**src/rtl/command_scheduler_if.sv**
```systemverilog
// Command-scheduler bus: command push, register/framebuffer/readback targets, status.
// errCount is present only when CMD_ERR_COUNT_EN is defined.
interface command_scheduler_if;
    logic        cmdValid;
    logic [15:0] cmdIn;
    logic [15:0] dataIn;
    logic        regWrEn;
    logic [7:0]  regAddr;
    logic [15:0] regData;
    logic        fbReq;
    logic [11:0] fbAddr;
    logic [15:0] fbData;
    logic        fbAck;
    logic        rdReq;
    logic [11:0] rdAddr;
    logic        rdValid;
    logic [15:0] rdData;
    logic [15:0] readData;
    logic        busy;
    logic        overflow;
    logic        timeout;
`ifdef CMD_ERR_COUNT_EN
    logic [7:0]  errCount;

    modport master (
        output cmdValid, cmdIn, dataIn, fbAck, rdValid, rdData,
        input  regWrEn, regAddr, regData, fbReq, fbAddr, fbData,
               rdReq, rdAddr, readData, busy, overflow, timeout, errCount
    );
    modport slave (
        input  cmdValid, cmdIn, dataIn, fbAck, rdValid, rdData,
        output regWrEn, regAddr, regData, fbReq, fbAddr, fbData,
               rdReq, rdAddr, readData, busy, overflow, timeout, errCount
    );
`else
    modport master (
        output cmdValid, cmdIn, dataIn, fbAck, rdValid, rdData,
        input  regWrEn, regAddr, regData, fbReq, fbAddr, fbData,
               rdReq, rdAddr, readData, busy, overflow, timeout
    );
    modport slave (
        input  cmdValid, cmdIn, dataIn, fbAck, rdValid, rdData,
        output regWrEn, regAddr, regData, fbReq, fbAddr, fbData,
               rdReq, rdAddr, readData, busy, overflow, timeout
    );
`endif
endinterface

```
**src/rtl/command_scheduler.sv**
```systemverilog
// Buffers {command, data} pairs in a FIFO and executes them one at a time on gpuClk.
// Optional illegal-opcode counter enabled by defining CMD_ERR_COUNT_EN.
module command_scheduler #(
    parameter int unsigned FIFO_DEPTH = 4,
    parameter int unsigned FB_TIMEOUT = 255
) (
    input  logic                i_gpuClk,
    input  logic                i_resetN,
    command_scheduler_if.slave  bus
);
    localparam int unsigned AW = $clog2(FIFO_DEPTH);

    localparam logic [2:0] S_IDLE    = 3'd0;
    localparam logic [2:0] S_DECODE  = 3'd1;
    localparam logic [2:0] S_REG_WR  = 3'd2;
    localparam logic [2:0] S_FB_WAIT = 3'd3;
    localparam logic [2:0] S_RD_WAIT = 3'd4;

    localparam logic [7:0] TO_LAST = 8'(FB_TIMEOUT - 1);

    logic [31:0] r_mem [FIFO_DEPTH];
    logic [AW:0] r_wptr, r_rptr;
    logic [31:0] r_hold;
    logic [2:0]  r_state;
    logic [7:0]  r_waitCnt;
    logic        r_regWrEn, r_fbReq, r_rdReq;
    logic [7:0]  r_regAddr;
    logic [15:0] r_regData, r_fbData, r_readData;
    logic [11:0] r_fbAddr, r_rdAddr;
    logic        r_overflow, r_timeout;
`ifdef CMD_ERR_COUNT_EN
    logic [7:0]  r_errCount;
`endif

    logic        w_empty, w_full, w_push, w_pop;
    logic [3:0]  w_op;

    // Full is judged on the current pointers, so a push alongside a pop on a full FIFO is dropped.
    assign w_empty = (r_wptr == r_rptr);
    assign w_full  = (r_wptr[AW] != r_rptr[AW]) && (r_wptr[AW-1:0] == r_rptr[AW-1:0]);
    assign w_push  = bus.cmdValid && !w_full;
    assign w_pop   = (r_state == S_IDLE) && !w_empty;
    assign w_op    = r_hold[31:28];

    always_ff @(posedge i_gpuClk) begin
        if (w_push) begin
            r_mem[r_wptr[AW-1:0]] <= {bus.cmdIn, bus.dataIn};
        end
    end

    always_ff @(posedge i_gpuClk or negedge i_resetN) begin
        if (!i_resetN) begin
            r_wptr     <= '0;
            r_rptr     <= '0;
            r_hold     <= '0;
            r_state    <= S_IDLE;
            r_waitCnt  <= '0;
            r_regWrEn  <= 1'b0;
            r_fbReq    <= 1'b0;
            r_rdReq    <= 1'b0;
            r_regAddr  <= '0;
            r_regData  <= '0;
            r_fbAddr   <= '0;
            r_fbData   <= '0;
            r_rdAddr   <= '0;
            r_readData <= '0;
            r_overflow <= 1'b0;
            r_timeout  <= 1'b0;
`ifdef CMD_ERR_COUNT_EN
            r_errCount <= '0;
`endif
        end else begin
            if (w_push) begin
                r_wptr <= r_wptr + 1'b1;
            end
            if (bus.cmdValid && w_full) begin
                r_overflow <= 1'b1;
            end

            case (r_state)
                S_IDLE: begin
                    if (w_pop) begin
                        r_hold  <= r_mem[r_rptr[AW-1:0]];
                        r_rptr  <= r_rptr + 1'b1;
                        r_state <= S_DECODE;
                    end
                end
                S_DECODE: begin
                    case (w_op)
                        4'd0: r_state <= S_IDLE;
                        4'd1: begin
                            r_regWrEn <= 1'b1;
                            r_regAddr <= r_hold[23:16];
                            r_regData <= r_hold[15:0];
                            r_state   <= S_REG_WR;
                        end
                        4'd2: begin
                            r_fbReq  <= 1'b1;
                            r_fbAddr <= r_hold[27:16];
                            r_fbData <= r_hold[15:0];
                            r_state  <= S_FB_WAIT;
                        end
                        4'd3: begin
                            r_rdReq  <= 1'b1;
                            r_rdAddr <= r_hold[27:16];
                            r_state  <= S_RD_WAIT;
                        end
                        default: begin
`ifdef CMD_ERR_COUNT_EN
                            if (r_errCount != 8'hFF) begin
                                r_errCount <= r_errCount + 8'd1;
                            end
`endif
                            r_state <= S_IDLE;
                        end
                    endcase
                end
                S_REG_WR: begin
                    r_regWrEn <= 1'b0;
                    r_state   <= S_IDLE;
                end
                S_FB_WAIT: begin
                    if (bus.fbAck || (r_waitCnt == TO_LAST)) begin
                        r_fbReq   <= 1'b0;
                        r_waitCnt <= '0;
                        r_timeout <= r_timeout | !bus.fbAck;
                        r_state   <= S_IDLE;
                    end else begin
                        r_waitCnt <= r_waitCnt + 8'd1;
                    end
                end
                S_RD_WAIT: begin
                    if (bus.rdValid) begin
                        r_readData <= bus.rdData;
                        r_rdReq    <= 1'b0;
                        r_waitCnt  <= '0;
                        r_state    <= S_IDLE;
                    end else if (r_waitCnt == TO_LAST) begin
                        r_rdReq   <= 1'b0;
                        r_waitCnt <= '0;
                        r_timeout <= 1'b1;
                        r_state   <= S_IDLE;
                    end else begin
                        r_waitCnt <= r_waitCnt + 8'd1;
                    end
                end
                default: r_state <= S_IDLE;
            endcase
        end
    end

    assign bus.regWrEn  = r_regWrEn;
    assign bus.regAddr  = r_regAddr;
    assign bus.regData  = r_regData;
    assign bus.fbReq    = r_fbReq;
    assign bus.fbAddr   = r_fbAddr;
    assign bus.fbData   = r_fbData;
    assign bus.rdReq    = r_rdReq;
    assign bus.rdAddr   = r_rdAddr;
    assign bus.readData = r_readData;
    assign bus.busy     = !w_empty || (r_state != S_IDLE);
    assign bus.overflow = r_overflow;
    assign bus.timeout  = r_timeout;
`ifdef CMD_ERR_COUNT_EN
    assign bus.errCount = r_errCount;
`endif
endmodule

```
**src/flat_wrapper.sv**
```systemverilog
// flat-port wrapper written by rule: the top's interface ports become plain ports
module command_scheduler_flat 
#(
    parameter int unsigned FIFO_DEPTH = 4,
    parameter int unsigned FB_TIMEOUT = 255
)
  (i_gpuClk, i_resetN, bus_cmdValid, bus_cmdIn, bus_dataIn, bus_fbAck, bus_rdValid, bus_rdData, bus_regWrEn, bus_regAddr, bus_regData, bus_fbReq, bus_fbAddr, bus_fbData, bus_rdReq, bus_rdAddr, bus_readData, bus_busy, bus_overflow, bus_timeout);
  command_scheduler_if bus_i ();
  input  logic i_gpuClk;
  input  logic i_resetN;
  input wire logic [$bits(bus_i.cmdValid)-1:0] bus_cmdValid;
  input wire logic [$bits(bus_i.cmdIn)-1:0] bus_cmdIn;
  input wire logic [$bits(bus_i.dataIn)-1:0] bus_dataIn;
  input wire logic [$bits(bus_i.fbAck)-1:0] bus_fbAck;
  input wire logic [$bits(bus_i.rdValid)-1:0] bus_rdValid;
  input wire logic [$bits(bus_i.rdData)-1:0] bus_rdData;
  output wire logic [$bits(bus_i.regWrEn)-1:0] bus_regWrEn;
  output wire logic [$bits(bus_i.regAddr)-1:0] bus_regAddr;
  output wire logic [$bits(bus_i.regData)-1:0] bus_regData;
  output wire logic [$bits(bus_i.fbReq)-1:0] bus_fbReq;
  output wire logic [$bits(bus_i.fbAddr)-1:0] bus_fbAddr;
  output wire logic [$bits(bus_i.fbData)-1:0] bus_fbData;
  output wire logic [$bits(bus_i.rdReq)-1:0] bus_rdReq;
  output wire logic [$bits(bus_i.rdAddr)-1:0] bus_rdAddr;
  output wire logic [$bits(bus_i.readData)-1:0] bus_readData;
  output wire logic [$bits(bus_i.busy)-1:0] bus_busy;
  output wire logic [$bits(bus_i.overflow)-1:0] bus_overflow;
  output wire logic [$bits(bus_i.timeout)-1:0] bus_timeout;
  assign bus_i.cmdValid = bus_cmdValid;
  assign bus_i.cmdIn = bus_cmdIn;
  assign bus_i.dataIn = bus_dataIn;
  assign bus_i.fbAck = bus_fbAck;
  assign bus_i.rdValid = bus_rdValid;
  assign bus_i.rdData = bus_rdData;
  assign bus_regWrEn = bus_i.regWrEn;
  assign bus_regAddr = bus_i.regAddr;
  assign bus_regData = bus_i.regData;
  assign bus_fbReq = bus_i.fbReq;
  assign bus_fbAddr = bus_i.fbAddr;
  assign bus_fbData = bus_i.fbData;
  assign bus_rdReq = bus_i.rdReq;
  assign bus_rdAddr = bus_i.rdAddr;
  assign bus_readData = bus_i.readData;
  assign bus_busy = bus_i.busy;
  assign bus_overflow = bus_i.overflow;
  assign bus_timeout = bus_i.timeout;
  command_scheduler #(.FIFO_DEPTH(FIFO_DEPTH), .FB_TIMEOUT(FB_TIMEOUT)) u_core (.i_gpuClk(i_gpuClk), .i_resetN(i_resetN), .bus(bus_i));
endmodule
```
**config.mk**
```make
export PLATFORM = sky130hd
export DESIGN_NAME = command_scheduler_flat
export DESIGN_NICKNAME = d
export VERILOG_FILES = /design/src/rtl/command_scheduler_if.sv /design/src/rtl/command_scheduler.sv /design/src/flat_wrapper.sv
export SDC_FILE = /design/constraint.sdc
export NUM_CORES = 1
export LEC_CHECK = 0
export ABC_AREA = 1
export ABC_CLOCK_PERIOD_IN_PS = 3830
export CAP_MARGIN = 20
export CORE_ASPECT_RATIO = 0.9
export CORE_MARGIN = 2
export CORE_UTILIZATION = 42
export DETAILED_ROUTE_END_ITERATION = 8
export GPL_TIMING_DRIVEN = 1
export MAX_ROUTING_LAYER = met4
export RECOVER_POWER = 100
export SLEW_MARGIN = 20
export SYNTH_ARGS = -nofsm -noshare
export SYNTH_HDL_FRONTEND = slang
export SYNTH_SLANG_ARGS = --single-unit
```
**constraint.sdc**
```tcl
create_clock -name i_gpuClk -period 3.83 [get_ports i_gpuClk]
set_input_delay 0.5745 -clock i_gpuClk [delete_from_list [all_inputs] [get_ports i_gpuClk]]
set_output_delay 0.5745 -clock i_gpuClk [all_outputs]
set_load 0.05 [all_outputs]
```
==> metrics.md <==
| Metric | Value |
|---|---|
| Vertical die dimension | `around 150 microns` |
| Count of distinct cell types in the synthesized netlist | `29` |
| Pwr/cell area | `around 930 mW/mm^2` |
| Area Overhead vs Synth | `24.6%` |
| Synthesized-area fraction occupied by xor and xnor cells | `0.606%` |
| P_int | `between 0.006 and 0.007 W` |
| Total of flip-flops plus latches after synthesis | `~260` |
| All-Layer GR Usage | `17.5%` |
| Placeable core region | `0.0235 sq mm` |
| Vias per inst | `a little under 5` |
| Total nets after synthesis | `970` |
| First-pass GRT wire length | `between 30000 and 40000 microns` |
| Starting utilization of the core area | `a little over two fifths` |
| Latest clock arrival within the worst-skew pair | `0.54 ns` |
| Post-layout minimum cycle time | `3.22 ns` |
| I/O pin cnt | `approximately 140` |
| Fraction of final layout cells sized beyond drive strength 1 | `under 10%` |
| Total global routing overflow | `0` |
| Via count of the first global-routing pass | `about 6400` |
| Total clock buffers created by CTS | `28` |
| Number of routed nets with antenna violations | `0` |
| Critical-path maximum fanout | `35` |
| Maximum number of pins on one net before global-route repair | `113` |
| Final wirelength | `21500 microns` |
| Share of synthesized area occupied by flip-flops and latches | `about 71%` |
| Die footprint | `0.0254 sq mm` |
| Endpoint class of the critical path | `output pin` |
| Standby leakage power | `5.48 nW` |
| Post-Layout Cell Count | `1369` |
| CTS root buffer | `clkbuf_16` |
| Class of the tightest hold or removal check | `reg2reg` |
| Largest family of logic cells by synthesized area | `simple AND/OR/NAND/NOR gates` |
| Worst hold slack across all endpoints | `roughly 0.47 ns` |
| Switching pwr | `~0.0049 W` |
| Proportion of synthesized flip-flops having asynchronous set or reset | `roughly half` |
| Clk pin slew, worst setup/hold paths | `0.06 ns` |
| Max clock buf depth | `3` |
| DR WL/cell | `15.7 microns` |
| Worst path arrival time | `2.65 ns` |
| Gate Count Post-Synth | `910` |
| Avg Synthesized Cell Area | `11.1 sq um` |
| Share of cell area taken by muxes after synthesis | `0%` |
| Worst Tran Pin Value | `2.79 ns` |
| Sw Ratio | `41.6%` |
| Number of enable flip-flop cells after synthesis | `128` |
| Detailed-placement wirelength estimate | `13200 microns` |
| Deepest level of the CTS H-tree | `1` |
| Basic-gate share of the synthesized area counting and, or, nand and nor cells | `14.1%` |
| Clock tree from TritonCTS | `done` |
| Final net count | `between 1000 and 1500` |
| Portion of total power attributed to sequential cells | `37.2%` |
| Violations in the final reports | `capacitance limit, slew limit` |
| Global placer's final weighted congestion | `0.764` |
| DRC | `0` |
| Final Slew Violations | `around 220` |
| Netlist area before placement | `around 0.010 sq mm` |
| Worst setup path category | `reg2out` |
| Number of placement rows | `53` |
| Number of cells after detailed placement | `around 1300` |
| DR iter-0 viols | `553` |
| Setup repair bufs after CTS | `0` |
| Max Clk Rate | `slightly above 300 MHz` |
| Unrepaired setup endpoints after global routing | `false` |
| Post-cts resize count | `0` |
| Result of the run | `complete, but fails checks` |
| Number of hold buffers added after CTS | `0` |
| Reported max-cap violation count | `3` |
| Arithmetic-cell share of the synthesized area counting full adders, half adders and majority gates | `less than 1%` |
| Post-route clock skew | `0.0164 ns` |
| Die X-Extent | `168 microns` |
| Final Cycle Share | `84.2%` |
| Clock network fraction of total power | `22.7%` |
| Compound-gate portion of the synthesized area | `8.93%` |
| Total vias in the final route | `6707` |
| IR Drop Worst-Case VDD | `375 uV` |
| Hold Fails Final Rpt | `0` |
| Initial antenna violation count | `0` |
| Detailed-router iteration count before antenna repair | `5` |
| Diode insertion count for antenna repair | `0` |
| Placed cell areas | `roughly 0.012 sq mm` |
| Post-Route Setup TNS | `0 ns` |
| Required time of the critical path | `3.26 ns` |
| Library cell with the largest summed area after synthesis | `edfxtp_1` |
| Cells taking the most area after synthesis | `edfxtp_1 (38%), dfrtp_1 (33%), nand2_1 (9.3%)` |
| Design Area, Final | `0.0126 sq mm` |
| Prevailing post-synth register cell | `dfrtp_1` |
| Post-synth top area share | `38.0%` |
| Clock sink count | `262` |
| Setup crit start kind | `flip-flop` |
| Buffers added on ports | `about 140` |
| Ys Warns | `0` |
| Total of endpoints with negative setup slack in the final report | `0` |
| Total design power | `0.0118 W` |
| Rel. slew slack | `-86.0%` |
| Comb pwr share | `between 40% and 50%` |
synthesized netlist by cell type, drive strengths merged, types with 2 or more instances:
library cell and number:
ha 7, nand2 258, nor2 86, edfxtp 128, o21ai 135, dfrtp 134
inv 61, buf 15, clkbuf 26, nand3 9, nand4 6, nor3 2
xnor2 3, xor2 4, o22ai 32
flip-flops by register name, summed over array words and instances (netlist names), 8 cells and up:
| register | count |
|---|---|
| u_core.bus.fbAddr | 12 |
| u_core.bus.fbData | 16 |
| u_core.bus.rdAddr | 12 |
| u_core.bus.readData | 16 |
| u_core.bus.regAddr | 8 |
| u_core.bus.regData | 16 |
| u_core.r_hold | 32 |
| u_core.r_mem | 128 |
| u_core.r_waitCnt | 8 |
metal layers:
layer | track usage, % | vias to the layer above | wire, microns
met2 | 25.5 | 166 | 9210
met3 | 2.67 | 38 | 955
li1 | - | 3320 | -
met1 | 26.3 | 3183 | 10900
met4 | 3.91 | 0 | 371
met5 | - | - | 0
metrics by stage:
stage	util (%)	setup slack [ns]
after floorplan	-	1.08
after global placement	50.0	1.25
after detailed placement	50.0	1.24
after CTS	53.9	0.667
after global routing	53.6	0.450
final	53.6	0.607
placed cells by master, fill, tap and decap left out, types with 4 or more instances in the layout:
master / count
clkbuf_2: 5
edfxtp_1: 128
nand2_1: 256
o21ai_0: 135
nand3_1: 8
clkbuf_16: 29
o22ai_1: 32
nor2_1: 82
clkdlybuf4s50_1: 18
clkinv_2: 4
clkbuf_1: 10
dfrtp_1: 133
xor2_1: 4
ha_1: 7
nor2_2: 4
inv_1: 58
nand4_1: 6
dlygate4sd3_1: 119
power groups by stage:
| stage | combinational, W | clock (W) | sequential, W |
|---|---|---|---|
| after detailed placement | 0.00496 | 0 | 0.00443 |
| after global routing | 0.00522 | 0.00284 | 0.00448 |
| final | 0.00472 | 0.00267 | 0.00437 |
| after CTS | 0.00498 | 0.00272 | 0.00439 |
| after floorplan | 0.00218 | 0 | 0.00567 |
| after global placement | 0.00491 | 0 | 0.00442 |
worst max-delay path, stage by stage, from the launching register on:
cell	delay [ns]
dfrtp_1	0.38
buf_4	0.26
nand2_1	0.11
nand2_1	0.05
nor2_1	0.26
nand3_1	0.22
dlygate4sd3_1	0.82
cells by family after synthesis:
kind of cell             after synthesis
buffers and inverters                102
adder cells (fa/ha/maj)                7
AO/OA/AOI/OAI                        171
AND/OR/NAND/NOR                      361
flip-flops                           262
XOR/XNOR                               7
layout make-up:
class                   count  area (sq um)
fillers                  2077         10900
flip-flops and latches    262          7200
multi-input cells         546          2460
repair buffers            148          1430
clock buffers              38           779
well taps                 302           378
inverters                  61           231
clock inverters            12           136
final timing paths:
path	startpoint	end	slack, ns	cells after the start
max	u_core.r_rptr[1]	bus_busy	0.61	6
min	u_core.bus.readData[8]	u_core.bus.readData[8]	0.47	2
max reg2reg	u_core.r_rptr[1]	u_core.r_hold[19]	0.86	9
min reg2reg	u_core.bus.readData[8]	u_core.bus.readData[8]	0.47	2
max in group asynchronous	i_resetN	u_core.r_rptr[0]	1.11	1
min in group asynchronous	i_resetN	u_core.bus.fbAddr[9]	0.88	1
Note: power is estimated with default switching activity, not from simulation.
